**src/rtl/bypass_controller_pkg.sv**
```systemverilog
// Shared flit-format definitions and FSM state types for bypass_controller.
// DATA_WIDTH defaults to 32 when not already defined.
`ifndef DATA_WIDTH
`define DATA_WIDTH 32
`endif

package bypass_controller_pkg;

    localparam int DW      = `DATA_WIDTH;
    localparam int TYPE_HI = DW - 1;
    localparam int TYPE_LO = DW - 2;
    localparam int DEST_HI = DW - 3;

    localparam logic [1:0] FLIT_BODY   = 2'b00;
    localparam logic [1:0] FLIT_HEAD   = 2'b01;
    localparam logic [1:0] FLIT_TAIL   = 2'b10;
    localparam logic [1:0] FLIT_SINGLE = 2'b11;

    typedef enum logic [1:0] {E_IDLE, E_RT, E_BP} eg_state_e;
    typedef enum logic [1:0] {I_IDLE, I_RT, I_BP} in_state_e;

    function automatic logic [1:0] flit_type(input logic [DW-1:0] f);
        return f[TYPE_HI:TYPE_LO];
    endfunction

    // Head or single: the flit opens a packet.
    function automatic logic is_start(input logic [DW-1:0] f);
        return (flit_type(f) == FLIT_HEAD) || (flit_type(f) == FLIT_SINGLE);
    endfunction

    // Tail or single: the flit closes a packet.
    function automatic logic is_last(input logic [DW-1:0] f);
        return (flit_type(f) == FLIT_TAIL) || (flit_type(f) == FLIT_SINGLE);
    endfunction

    function automatic logic [15:0] sat_inc(input logic [15:0] c, input logic en);
        return (en && (c != 16'hFFFF)) ? c + 16'd1 : c;
    endfunction

endpackage

```
**src/rtl/bypass_controller_arb.sv**
```systemverilog
// pkt_arbiter2: two-source wormhole arbiter with round-robin pointer.
// Source 0 is the router, source 1 the bypass input.
module pkt_arbiter2
    import bypass_controller_pkg::*;
(
    input  logic                clk_i,
    input  logic                rst_ni,
    input  logic [1:0][DW-1:0]  req_data_i,
    input  logic [1:0]          req_valid_i,
    output logic [1:0]          req_ready_o,
    output logic [DW-1:0]       out_data_o,
    output logic                out_valid_o,
    input  logic                out_ready_i
);

    eg_state_e state_q, state_d;
    logic      ptr_q, ptr_d;
    logic      sel;
    logic [1:0] elig;

    always_ff @(posedge clk_i or negedge rst_ni) begin
        if (!rst_ni) begin
            state_q <= E_IDLE;
            ptr_q   <= 1'b0;
        end else begin
            state_q <= state_d;
            ptr_q   <= ptr_d;
        end
    end

    always_comb begin
        state_d     = state_q;
        ptr_d       = ptr_q;
        sel         = 1'b0;
        out_valid_o = 1'b0;
        req_ready_o = '0;
        for (int i = 0; i < 2; i++)
            elig[i] = req_valid_i[i] && is_start(req_data_i[i]);

        case (state_q)
            E_IDLE: begin
                // Grant is recomputed every cycle until the opening flit moves.
                if (|elig) begin
                    sel              = (&elig) ? ptr_q : elig[1];
                    out_valid_o      = 1'b1;
                    req_ready_o[sel] = out_ready_i;
                    if (out_ready_i) begin
                        ptr_d = ~sel;
                        if (flit_type(req_data_i[sel]) == FLIT_HEAD)
                            state_d = sel ? E_BP : E_RT;
                    end
                end
            end
            E_RT: begin
                sel            = 1'b0;
                out_valid_o    = req_valid_i[0];
                req_ready_o[0] = out_ready_i;
                if (req_valid_i[0] && out_ready_i &&
                    flit_type(req_data_i[0]) == FLIT_TAIL)
                    state_d = E_IDLE;
            end
            E_BP: begin
                sel            = 1'b1;
                out_valid_o    = req_valid_i[1];
                req_ready_o[1] = out_ready_i;
                if (req_valid_i[1] && out_ready_i &&
                    flit_type(req_data_i[1]) == FLIT_TAIL)
                    state_d = E_IDLE;
            end
            default: state_d = E_IDLE;
        endcase

        out_data_o = req_data_i[sel];
    end

endmodule

```
**src/rtl/bypass_controller.sv**
```systemverilog
// Router/bypass <-> sync_controller packet switch: egress arbiter plus ingress demux.
// Optional `BYPASS_CNT_EN adds saturating completed-packet counters.
module bypass_controller
    import bypass_controller_pkg::*;
#(
    parameter int LOCAL_ID = 0,
    parameter int ID_W     = 4
) (
    input  logic                   CDCLK,
    input  logic                   CDRESETn,
    input  logic [`DATA_WIDTH-1:0] RTIDATA,
    input  logic                   RTIVALID,
    output logic                   RTIREADY,
    input  logic [`DATA_WIDTH-1:0] BPIDATA,
    input  logic                   BPIVALID,
    output logic                   BPIREADY,
    output logic [`DATA_WIDTH-1:0] OUTDATA,
    output logic                   OUTVALID,
    input  logic                   OUTREADY,
    input  logic [`DATA_WIDTH-1:0] INDATA,
    input  logic                   INVALID,
    output logic                   INREADY,
    output logic [`DATA_WIDTH-1:0] RTODATA,
    output logic                   RTOVALID,
    input  logic                   RTOREADY,
    output logic [`DATA_WIDTH-1:0] BPODATA,
    output logic                   BPOVALID,
    input  logic                   BPOREADY
`ifdef BYPASS_CNT_EN
    ,
    output logic [15:0]            CNT_RT,
    output logic [15:0]            CNT_BP,
    output logic [15:0]            CNT_EG
`endif
);

    localparam logic [ID_W-1:0] LOCAL_ID_C = ID_W'(LOCAL_ID);

    logic [1:0] arb_ready;

    pkt_arbiter2 u_arb (
        .clk_i       (CDCLK),
        .rst_ni      (CDRESETn),
        .req_data_i  ({BPIDATA, RTIDATA}),
        .req_valid_i ({BPIVALID, RTIVALID}),
        .req_ready_o (arb_ready),
        .out_data_o  (OUTDATA),
        .out_valid_o (OUTVALID),
        .out_ready_i (OUTREADY)
    );

    assign RTIREADY = arb_ready[0];
    assign BPIREADY = arb_ready[1];

    in_state_e in_state_q, in_state_d;
    logic      drop;
    logic      to_local;
    // Simulation-visible pulse for body/tail flits discarded outside a packet.
    logic      drop_err_unused_q;

    assign RTODATA  = INDATA;
    assign BPODATA  = INDATA;
    assign to_local = (INDATA[DEST_HI -: ID_W] == LOCAL_ID_C);

    always_ff @(posedge CDCLK or negedge CDRESETn) begin
        if (!CDRESETn) begin
            in_state_q        <= I_IDLE;
            drop_err_unused_q <= 1'b0;
        end else begin
            in_state_q        <= in_state_d;
            drop_err_unused_q <= drop;
        end
    end

    always_comb begin
        in_state_d = in_state_q;
        RTOVALID   = 1'b0;
        BPOVALID   = 1'b0;
        INREADY    = 1'b0;
        drop       = 1'b0;
        case (in_state_q)
            I_IDLE: begin
                if (INVALID) begin
                    if (!is_start(INDATA)) begin
                        INREADY = 1'b1;
                        drop    = 1'b1;
                    end else if (to_local) begin
                        RTOVALID = 1'b1;
                        INREADY  = RTOREADY;
                        if (RTOREADY && flit_type(INDATA) == FLIT_HEAD)
                            in_state_d = I_RT;
                    end else begin
                        BPOVALID = 1'b1;
                        INREADY  = BPOREADY;
                        if (BPOREADY && flit_type(INDATA) == FLIT_HEAD)
                            in_state_d = I_BP;
                    end
                end
            end
            I_RT: begin
                RTOVALID = INVALID;
                INREADY  = RTOREADY;
                if (INVALID && RTOREADY && flit_type(INDATA) == FLIT_TAIL)
                    in_state_d = I_IDLE;
            end
            I_BP: begin
                BPOVALID = INVALID;
                INREADY  = BPOREADY;
                if (INVALID && BPOREADY && flit_type(INDATA) == FLIT_TAIL)
                    in_state_d = I_IDLE;
            end
            default: in_state_d = I_IDLE;
        endcase
    end

`ifdef BYPASS_CNT_EN
    logic [15:0] cnt_rt_q, cnt_bp_q, cnt_eg_q;

    always_ff @(posedge CDCLK or negedge CDRESETn) begin
        if (!CDRESETn) begin
            cnt_rt_q <= '0;
            cnt_bp_q <= '0;
            cnt_eg_q <= '0;
        end else begin
            cnt_rt_q <= sat_inc(cnt_rt_q, RTOVALID && RTOREADY && is_last(RTODATA));
            cnt_bp_q <= sat_inc(cnt_bp_q, BPOVALID && BPOREADY && is_last(BPODATA));
            cnt_eg_q <= sat_inc(cnt_eg_q, OUTVALID && OUTREADY && is_last(OUTDATA));
        end
    end

    assign CNT_RT = cnt_rt_q;
    assign CNT_BP = cnt_bp_q;
    assign CNT_EG = cnt_eg_q;
`endif

endmodule

```
**config.mk**
```make
export PLATFORM = sky130hd
export DESIGN_NAME = bypass_controller
export DESIGN_NICKNAME = d
export VERILOG_FILES = /design/src/rtl/bypass_controller_pkg.sv /design/src/rtl/bypass_controller_arb.sv /design/src/rtl/bypass_controller.sv
export SDC_FILE = /design/constraint.sdc
export NUM_CORES = 1
export LEC_CHECK = 0
export BUFFER_PORTS_ARGS = -buffer_cell sky130_fd_sc_hd__buf_2
export CAP_MARGIN = 20
export CORE_MARGIN = 5
export CORE_UTILIZATION = 39
export CTS_CLUSTER_DIAMETER = 150
export CTS_CLUSTER_SIZE = 20
export DETAILED_ROUTE_END_ITERATION = 16
export PLACE_DENSITY = 0.89
export SKIP_CTS_REPAIR_TIMING = 1
export SLEW_MARGIN = 20
export SYNTH_ARGS = -nofsm -noshare
export SYNTH_HDL_FRONTEND = slang
export SYNTH_SLANG_ARGS = --single-unit
```
**constraint.sdc**
```tcl
create_clock -name CDCLK -period 1.97 [get_ports CDCLK]
set_input_delay 0.0985 -clock CDCLK [delete_from_list [all_inputs] [get_ports CDCLK]]
set_output_delay 0.0985 -clock CDCLK [all_outputs]
set_load 0.005 [all_outputs]
```
==> metrics <==
fin crit period=1.71 ns; area grow syn2layout=13.3%; most common cell after layout, fill and taps aside=buf_2; Worst path slowest cell=dfrtp_1; via/cell ratio=5.36; Syn Nets=366; Initial Util=40.4%; worst path cell trace=and3b_1, buf_4, o211ai_1, o211ai_2, buf_2; Seq cells post-synth=5; peak supply drop=0.437 mV; largest net degree at the start of global routing=37; Final Setup Violations=0; Final GP Congestion=0.756; First DRT Iteration DRCs=71; Achievable Freq=0.585 GHz; syn_area_per_cell=7.34 um2; Vias=2065; drt drc=0; CTS tree=yes; nets@finish=423; Die Span Y=80.2 um; Crit. End Element=output port; vias in the first global route=1937; worst hold slack=0.115 ns; Detailed Place HPWL=4710 um; worst skew pair latency=0.22 ns; WP data required=1.87 ns; most frequent cells in the layout=buf_2 (127), nand2_1 (66), o211ai_1 (35); Worst-Margin Slew=0.586 ns; number of port buffers=127; GRT Resource Usage Total=16.2%; setup TNS=0 ns; Placeable Area=0.00475 mm2; Slew headroom=60.9%; Post-Syn Area=0.00192 mm2; Synth Flop Type=dfrtp_1; Worst path max stage delay=0.38 ns; Initial DRT Pass Iterations=4; Max-Cap Viols=0; Max Buffers Root-to-Sink=2; Routed Antenna Nets=0; critical-path maximum fanout=34; global-route wire length before repair=8770 um; post-synthesis async set-or-reset flop share=100%; CTS Buf Count=3; n_diodes=0; layout cells sized above 1=55.3%; Wirelength per Cell=15.3 um; RSZ-0062 raised after global routing=false; arrival time at the worst endpoint=1.61 ns; Syn Inst Count=262; Setup Crit Path Kind=flop to output port; LEAKAGE=1.10 nW; CTS sink cnt=5; EDFF count, synth=0; PD cells=827 mW/mm2; I/O pin count=206; antenna violations before repair=0; full die area=0.00643 mm2; CP Launch Type=flop; clk slew on worst S/H paths=0.03 ns; H-tree depth=1; synth unique cells=35; clk root buf=clkbuf_8; # rows=25; run status=complete, no violations; grt ovf=0; final slew viol count=0; Yosys warning count=0; register area share after synthesis=6.51%; final hold viol count=0; HP Class=input pin to flop; wirelength, routed=5890 um; period utilization=86.8%; die width=80.2 um; Worst Skew=0.000165 ns
-- critical path: cells and delay by family (launching register included) --
kind,cells,cell delay [ns]
AND/OR/NAND/NOR,1,0.25
AO/OA/AOI/OAI,2,0.27
buffers and inverters,2,0.49
flip-flops,1,0.38
-- final timing paths --
| kind | startpoint | end | slack (ns) | cells past startpoint |
|---|---|---|---|---|
| setup reg to reg | u_arb.ptr_q | u_arb.state_q[0] | 0.49 | 4 |
| hold reg to reg | u_arb.ptr_q | u_arb.ptr_q | 0.55 | 2 |
| min in group asynchronous | CDRESETn | in_state_q[1] | 0.22 | 2 |
| setup / recovery | u_arb.ptr_q | OUTDATA[21] | 0.26 | 5 |
| hold / removal | BPIDATA[31] | u_arb.state_q[1] | 0.12 | 2 |
| max in group asynchronous | CDRESETn | u_arb.state_q[1] | 1.61 | 2 |
-- flip-flops by register name (all words and copies together), names as in the netlist --
register / cells
in_state_q: 2
u_arb.ptr_q: 1
u_arb.state_q: 2
-- layer usage --
layer	track usage, %	wire length [um]
met5	0	0
met4	1.86	0
met3	5.49	706
met2	31.9	3090
met1	16.7	2100
-- logic make-up after synthesis --
| group | count (synthesis) | share of synthesized area [%] |
|---|---|---|
| buffers and inverters | 90 | 31.9 |
| and+or+nand+nor | 85 | 19.9 |
| AOI/OAI and AO/OA | 81 | 41.2 |
| DFF | 5 | 6.51 |
| muxes | 1 | 0.521 |
-- metrics by stage --
step | cells | total power [mW] | utilization (%) | setup WS (ns) | cell area, um2
6_report | 385 | 1.80 | 45.8 | 0.260 | 2180
5_1_grt | 385 | 1.98 | 45.8 | 0.135 | 2180
4_1_cts | 384 | 1.83 | 45.6 | 0.264 | 2170
3_5_place_dp | 380 | 1.63 | 44.7 | 0.500 | 2120
3_3_place_gp | 380 | 1.59 | 44.7 | 0.539 | 2120
2_1_floorplan | 262 | 1.22 | - | 0.716 | 1920
-- synth_stat cells (all sizes together) (2+ instances only) --
library cell / number / area, um2
buf: 72 / 546
nand2: 66 / 248
o211ai: 64 / 626
clkbuf: 12 / 45.0
inv: 6 / 22.5
dfrtp: 5 / 125
a21oi: 4 / 20.0
nor2b: 3 / 18.8
nor3b: 3 / 22.5
a2111oi: 2 / 23.8
and2: 2 / 12.5
nand3: 2 / 10.0
nand4b: 2 / 17.5
nor2: 2 / 7.51
o41ai: 2 / 32.5
-- layout make-up --
cell class | instances | area [um2]
well taps | 67 | 83.8
fillers | 509 | 2580
repair buffers | 136 | 718
flip-flops and latches | 5 | 125
inverters | 6 | 22.5
clock buffers | 4 | 45.0
multi-input cells | 167 | 1180
-- power breakdown --
| group | switching [mW] | total [mW] | internal, mW |
|---|---|---|---|
| logic | 0.830 | 1.46 | 0.634 |
| registers | 0.0247 | 0.153 | 0.129 |
| clock network | 0.0461 | 0.185 | 0.139 |
| total | 0.900 | 1.80 | 0.901 |
Power figures use the tool's default switching activity.
